## config.mk

```make
export PLATFORM = sky130hd
export DESIGN_NAME = config_space_arbiter
export DESIGN_NICKNAME = d
export VERILOG_FILES = /design/src/rtl/config_space_arbiter.sv
export SDC_FILE = /design/constraint.sdc
export NUM_CORES = 1
export LEC_CHECK = 0
export CAP_MARGIN = 30
export CELL_PAD_IN_SITES_DETAIL_PLACEMENT = 1
export CELL_PAD_IN_SITES_GLOBAL_PLACEMENT = 1
export CORE_MARGIN = 3
export CORE_UTILIZATION = 30
export DETAILED_ROUTE_END_ITERATION = 8
export PLACE_DENSITY_LB_ADDON = 0.25
export SYNTH_ARGS = -nofsm -noshare
export SYNTH_HDL_FRONTEND = slang
export SYNTH_SLANG_ARGS = --single-unit
```

## constraint.sdc

```tcl
create_clock -name local_clk -period 2.1 [get_ports local_clk]
set_input_delay 0.315 -clock local_clk [delete_from_list [all_inputs] [get_ports local_clk]]
set_output_delay 0.315 -clock local_clk [all_outputs]
set_load 0.03 [all_outputs]
```

## src/rtl/config_space_arbiter.sv

```systemverilog
// Round-robin arbiter sharing the single config-space access port between two requesters.
// One transaction in flight; reads wait RD_LATENCY cycles before data returns to the winner.
//
// state | meaning
// IDLE  | nothing in flight; choose a requester (pointer breaks ties)
// ISSUE | one-cycle strobe toward config space, ready pulse to the winner
// WAIT  | read latency countdown; cfg_rdata captured on terminal count
// DONE  | one-cycle done pulse to the winner; pointer moves to the other side
module config_space_arbiter #(
  parameter int AW         = 8,
  parameter int DW         = 32,
  parameter int RD_LATENCY = 2
) (
  input  logic          local_clk,
  input  logic          rst,

  input  logic          rq0_valid,
  input  logic          rq0_write,
  input  logic [AW-1:0] rq0_addr,
  input  logic [DW-1:0] rq0_wdata,
  output logic          rq0_ready,
  output logic          rq0_done,
  output logic [DW-1:0] rq0_rdata,

  input  logic          rq1_valid,
  input  logic          rq1_write,
  input  logic [AW-1:0] rq1_addr,
  input  logic [DW-1:0] rq1_wdata,
  output logic          rq1_ready,
  output logic          rq1_done,
  output logic [DW-1:0] rq1_rdata,

  output logic          cfg_read,
  output logic          cfg_write,
  output logic [AW-1:0] cfg_address,
  output logic [DW-1:0] cfg_wdata,
  input  logic [DW-1:0] cfg_rdata,

  output logic          busy
);

  localparam int CW = $clog2(RD_LATENCY + 1);
  localparam logic [CW-1:0] CNT_LOAD = CW'(RD_LATENCY);
  localparam logic [CW-1:0] CNT_TC   = CW'(1);

  typedef enum logic [1:0] {
    IDLE  = 2'd0,
    ISSUE = 2'd1,
    WAIT  = 2'd2,
    DONE  = 2'd3
  } state_t;

  state_t        state, state_nxt;
  logic          rr_ptr, rr_ptr_nxt;
  logic [CW-1:0] cnt, cnt_nxt;
  logic          grant;
  logic          grant_id;
  logic          gnt_id;
  logic          lat_write;
  logic [AW-1:0] lat_addr;
  logic [DW-1:0] lat_wdata;
  logic          cap_rdata;

  always_ff @(posedge local_clk) begin
    if (!rst) begin
      state     <= IDLE;
      rr_ptr    <= 1'b0;
      cnt       <= '0;
      gnt_id    <= 1'b0;
      lat_write <= 1'b0;
      lat_addr  <= '0;
      lat_wdata <= '0;
      rq0_rdata <= '0;
      rq1_rdata <= '0;
    end else begin
      state  <= state_nxt;
      rr_ptr <= rr_ptr_nxt;
      cnt    <= cnt_nxt;
      // Requester fields are frozen at grant so a requester may drop or change them afterwards.
      if (grant) begin
        gnt_id    <= grant_id;
        lat_write <= grant_id ? rq1_write : rq0_write;
        lat_addr  <= grant_id ? rq1_addr  : rq0_addr;
        lat_wdata <= grant_id ? rq1_wdata : rq0_wdata;
      end
      if (cap_rdata && !gnt_id) rq0_rdata <= cfg_rdata;
      if (cap_rdata &&  gnt_id) rq1_rdata <= cfg_rdata;
    end
  end

  assign cap_rdata = (state == WAIT) && (cnt == CNT_TC);

  always_comb begin
    state_nxt  = state;
    rr_ptr_nxt = rr_ptr;
    cnt_nxt    = cnt;
    grant      = 1'b0;
    grant_id   = 1'b0;
    case (state)
      IDLE: begin
        if (rq0_valid && (!rq1_valid || !rr_ptr)) begin
          grant    = 1'b1;
          grant_id = 1'b0;
        end else if (rq1_valid) begin
          grant    = 1'b1;
          grant_id = 1'b1;
        end
        if (grant) state_nxt = ISSUE;
      end
      ISSUE: begin
        if (lat_write) begin
          state_nxt = DONE;
        end else begin
          state_nxt = WAIT;
          cnt_nxt   = CNT_LOAD;
        end
      end
      WAIT: begin
        if (cnt == CNT_TC) state_nxt = DONE;
        else               cnt_nxt   = cnt - CNT_TC;
      end
      DONE: begin
        rr_ptr_nxt = ~gnt_id;
        state_nxt  = IDLE;
      end
      default: state_nxt = IDLE;
    endcase
  end

  assign rq0_ready   = (state == ISSUE) && !gnt_id;
  assign rq1_ready   = (state == ISSUE) &&  gnt_id;
  assign rq0_done    = (state == DONE)  && !gnt_id;
  assign rq1_done    = (state == DONE)  &&  gnt_id;
  assign cfg_read    = (state == ISSUE) && !lat_write;
  assign cfg_write   = (state == ISSUE) &&  lat_write;
  assign cfg_address = (state == ISSUE) ? lat_addr : '0;
  assign cfg_wdata   = cfg_write ? lat_wdata : '0;
  assign busy        = (state != IDLE);

endmodule
```

==> results.tsv <==
metric	value	unit
timing.rr.start	state[1]$_SDFFE_PN0P_	
die_h	136	µm
clkTransAtPathRegs	70	ps
drc	0	
leakage	0.00299	µW
clkSinkCount	111	
worstPathRequired	1780	ps
max_freq	504	MHz
cts_buffers	9	
async_flop_share	0	
drt_first_pass_iters	4	
gp_congestion	0.798	
met2_usage	0.360	
grt_max_degree	65	
ys_seq_area_frac	0.437	
hold_class	flip-flop to flip-flop	
period_share	0.945	
cp_top_family	buffers and inverters	
h-tree-depth	3	
syn-instance-count	621	
status	complete, no violations	
fillerInstances	1935	
startpoint_type	flip-flop	
tns	0	ps
fin_crit	1980	ps
regArea	2220	µm²
synth-seq-cells	111	
powerDensity	861	nW/µm²
syn_to_final_growth	52.6	%
max_slew.worst_pin.slew	517	ps
synth_ff_type	dfxtp_1	
worstReg2RegEnd	lat_wdata[27]$_SDFFE_PN0P_	
antenna_cells	0	
port_buffers	228	
skew	8.93	ps
slowest_delay	380	ps
num_rows	46	
setup_viol	0	
ant_nets	0	
viasPerCell	5.09	
synth_fp_nets	744	
synth_edf_count	0	
yosysTopAreaCellShare	0.437	
yosysTopAreaCell	dfxtp_1	
clk-insertion-delay-late	350	ps
netlist_top_cells_area	dfxtp_1 44%, nand2_1 9.7%, a21oi_1 6.7%, a211oi_1 6.3%, a2111oi_2 5.0%	
cts_tree	yes	
hold_depth	2	
synthesis.area	5090	µm²
drive_above_1_share	0.131	
place_area	7450	µm²
grt.met3_usage	0.0403	
postLayoutCellArea	7770	µm²
nets	943	
drv_cap	0	
reg2reg_depth	6	
worstHoldEndpoint	rq1_rdata[21]$_SDFFE_PN0P_	
cts_buffer_depth	2	
fp.coreArea	16200	µm²
arrival	1670	ps
routed_wl	18800	µm
synth_top_cells_by_count	132 x nand2_1, 111 x dfxtp_1, 68 x a21oi_1	
synth_warnings	0	
ios	229	
dp_hpwl	13300	µm
slew_headroom	0.646	
hp-start	rq1_rdata[21]$_SDFFE_PN0P_	
grt_antenna_before_repair	0	
rsz0062_at_grt	false	
clockRootBuffer	clkbuf_16	
cp_max_fo	18	
dieWidth	136	µm
top_usage_layer	met2	
num_vias	5298	
use_met1	0.239	
grt_usage	0.200	
path_cells	inv_1 > ha_1 > buf_4 > and2_2 > buf_12	
grt_pass1_wl	29700	µm
drt_iter0_drc	268	
synth.most_common_cell	nand2_1	
first_global_vias	5778	
cp_slowest_cell	dfxtp_1	
synthDistinctLibCells	29	
ir_worst_vdd	0.457	mV
endpoint_kind	primary output	
post_drt_wl_per_cell	18.0	µm
start_util	0.314	
multi_input_area	2340	µm²
avgSynthCellArea	8.20	µm²
ff2ff_setup_slack	300	ps
die_area	18600	µm²
path_buf_inv	3	
drv_slew	0	
hold_viol	0	
grt-ovfl-total	0	
critical_path_class	flip-flop to primary output	
## how the worst max path moves through the flow
stage / to / slack [ps] / cells after the start / from
floorplan: cfg_read / 280 / 5 / state[1]$_SDFFE_PN0P_
global placement: rq0_done / 310 / 3 / state[0]$_SDFFE_PN0P_
detailed placement: lat_addr[3]$_SDFFE_PN0P_ / 200 / 5 / rq0_valid
CTS: cfg_wdata[15] / 50 / 5 / state[1]$_SDFFE_PN0P_
global route: cfg_wdata[15] / 30 / 5 / state[1]$_SDFFE_PN0P_
finish: cfg_write / 120 / 5 / state[1]$_SDFFE_PN0P_
## where the power goes
group	total, µW	internal [µW]	switching, µW
sequential	2590	2410	186
combinational	2230	866	1360
clock	1870	1080	794
total	6690	4350	2340
## cells in the final DEF (no fill, tap or decap), drive strengths merged, types with 12 or more instances in the layout
| cell type | netlist | routed |
|---|---|---|
| inv | 49 | 50 |
| clkdlybuf4s50 | 0 | 180 |
| a21oi | 69 | 69 |
| o21ai | 43 | 43 |
| a2111oi | 41 | 41 |
| dfxtp | 111 | 111 |
| nand2 | 132 | 132 |
| a211oi | 43 | 43 |
| and2 | 12 | 12 |
| and3 | 33 | 33 |
| buf | 46 | 68 |
## worst register-to-register path, cell delays in order (launching register included)
cell	delay, ps
dfxtp_1	340
inv_1	110
ha_1	260
inv_2	160
buf_4	230
a2111oi_0	460
a211oi_1	110
## metrics by stage
stage	worst slack, ps	hold WS, ps	std cells	util	total power [µW]
final	115	455	1040	0.479	6690
after global routing	33.7	477	1040	0.479	7070
after CTS	45.1	459	1040	0.478	6750
after detailed placement	203	449	1025	0.459	4870
after global placement	308	441	1025	0.459	4770
after floorplan	285	447	621	-	4010
## sequential cells by signal, indices dropped and copies added (netlist names)
signal     count
rr_ptr         1
lat_write      1
lat_wdata     32
state          2
lat_addr       8
rq0_rdata     32
gnt_id         1
cnt            2
rq1_rdata     32
## timing repair
item | CTS | global route
hold buffers | 0 | 0
pin swaps | 0 | 0
endpoints found under the setup margin | 2 | 5
gates resized for setup | 2 | 2
setup buffers | 0 | 0
## layout make-up
type,count,area share
inverters,49,0.0237
multi-input cells,399,0.301
well taps,216,0.0348
flip-flops and latches,111,0.286
repair buffers,250,0.313
clock inverters,5,0.0105
clock buffers,10,0.0308
## metal layers
layer | vias to the layer above | routed length, µm | part of all wire
li1 | 2538 | - | -
met1 | 2553 | 7800 | 0.42
met2 | 182 | 9490 | 0.51
met3 | 25 | 1130 | 0.060
met4 | 0 | 343 | 0.018
met5 | - | 0 | 0
## cell families (layout without fill, tap and decap cells)
logic type | count (synthesis) | count (layout) | share of synthesized area
AOI/OAI and AO/OA | 202 | 202 | 0.276
buffers and inverters | 111 | 314 | 0.105
muxes | 1 | 1 | 0.00197
DFF | 111 | 111 | 0.437
and+or+nand+nor | 191 | 191 | 0.168
adders and majority gates | 5 | 5 | 0.0123
No activity file was read; power rests on OpenSTA's default activity.
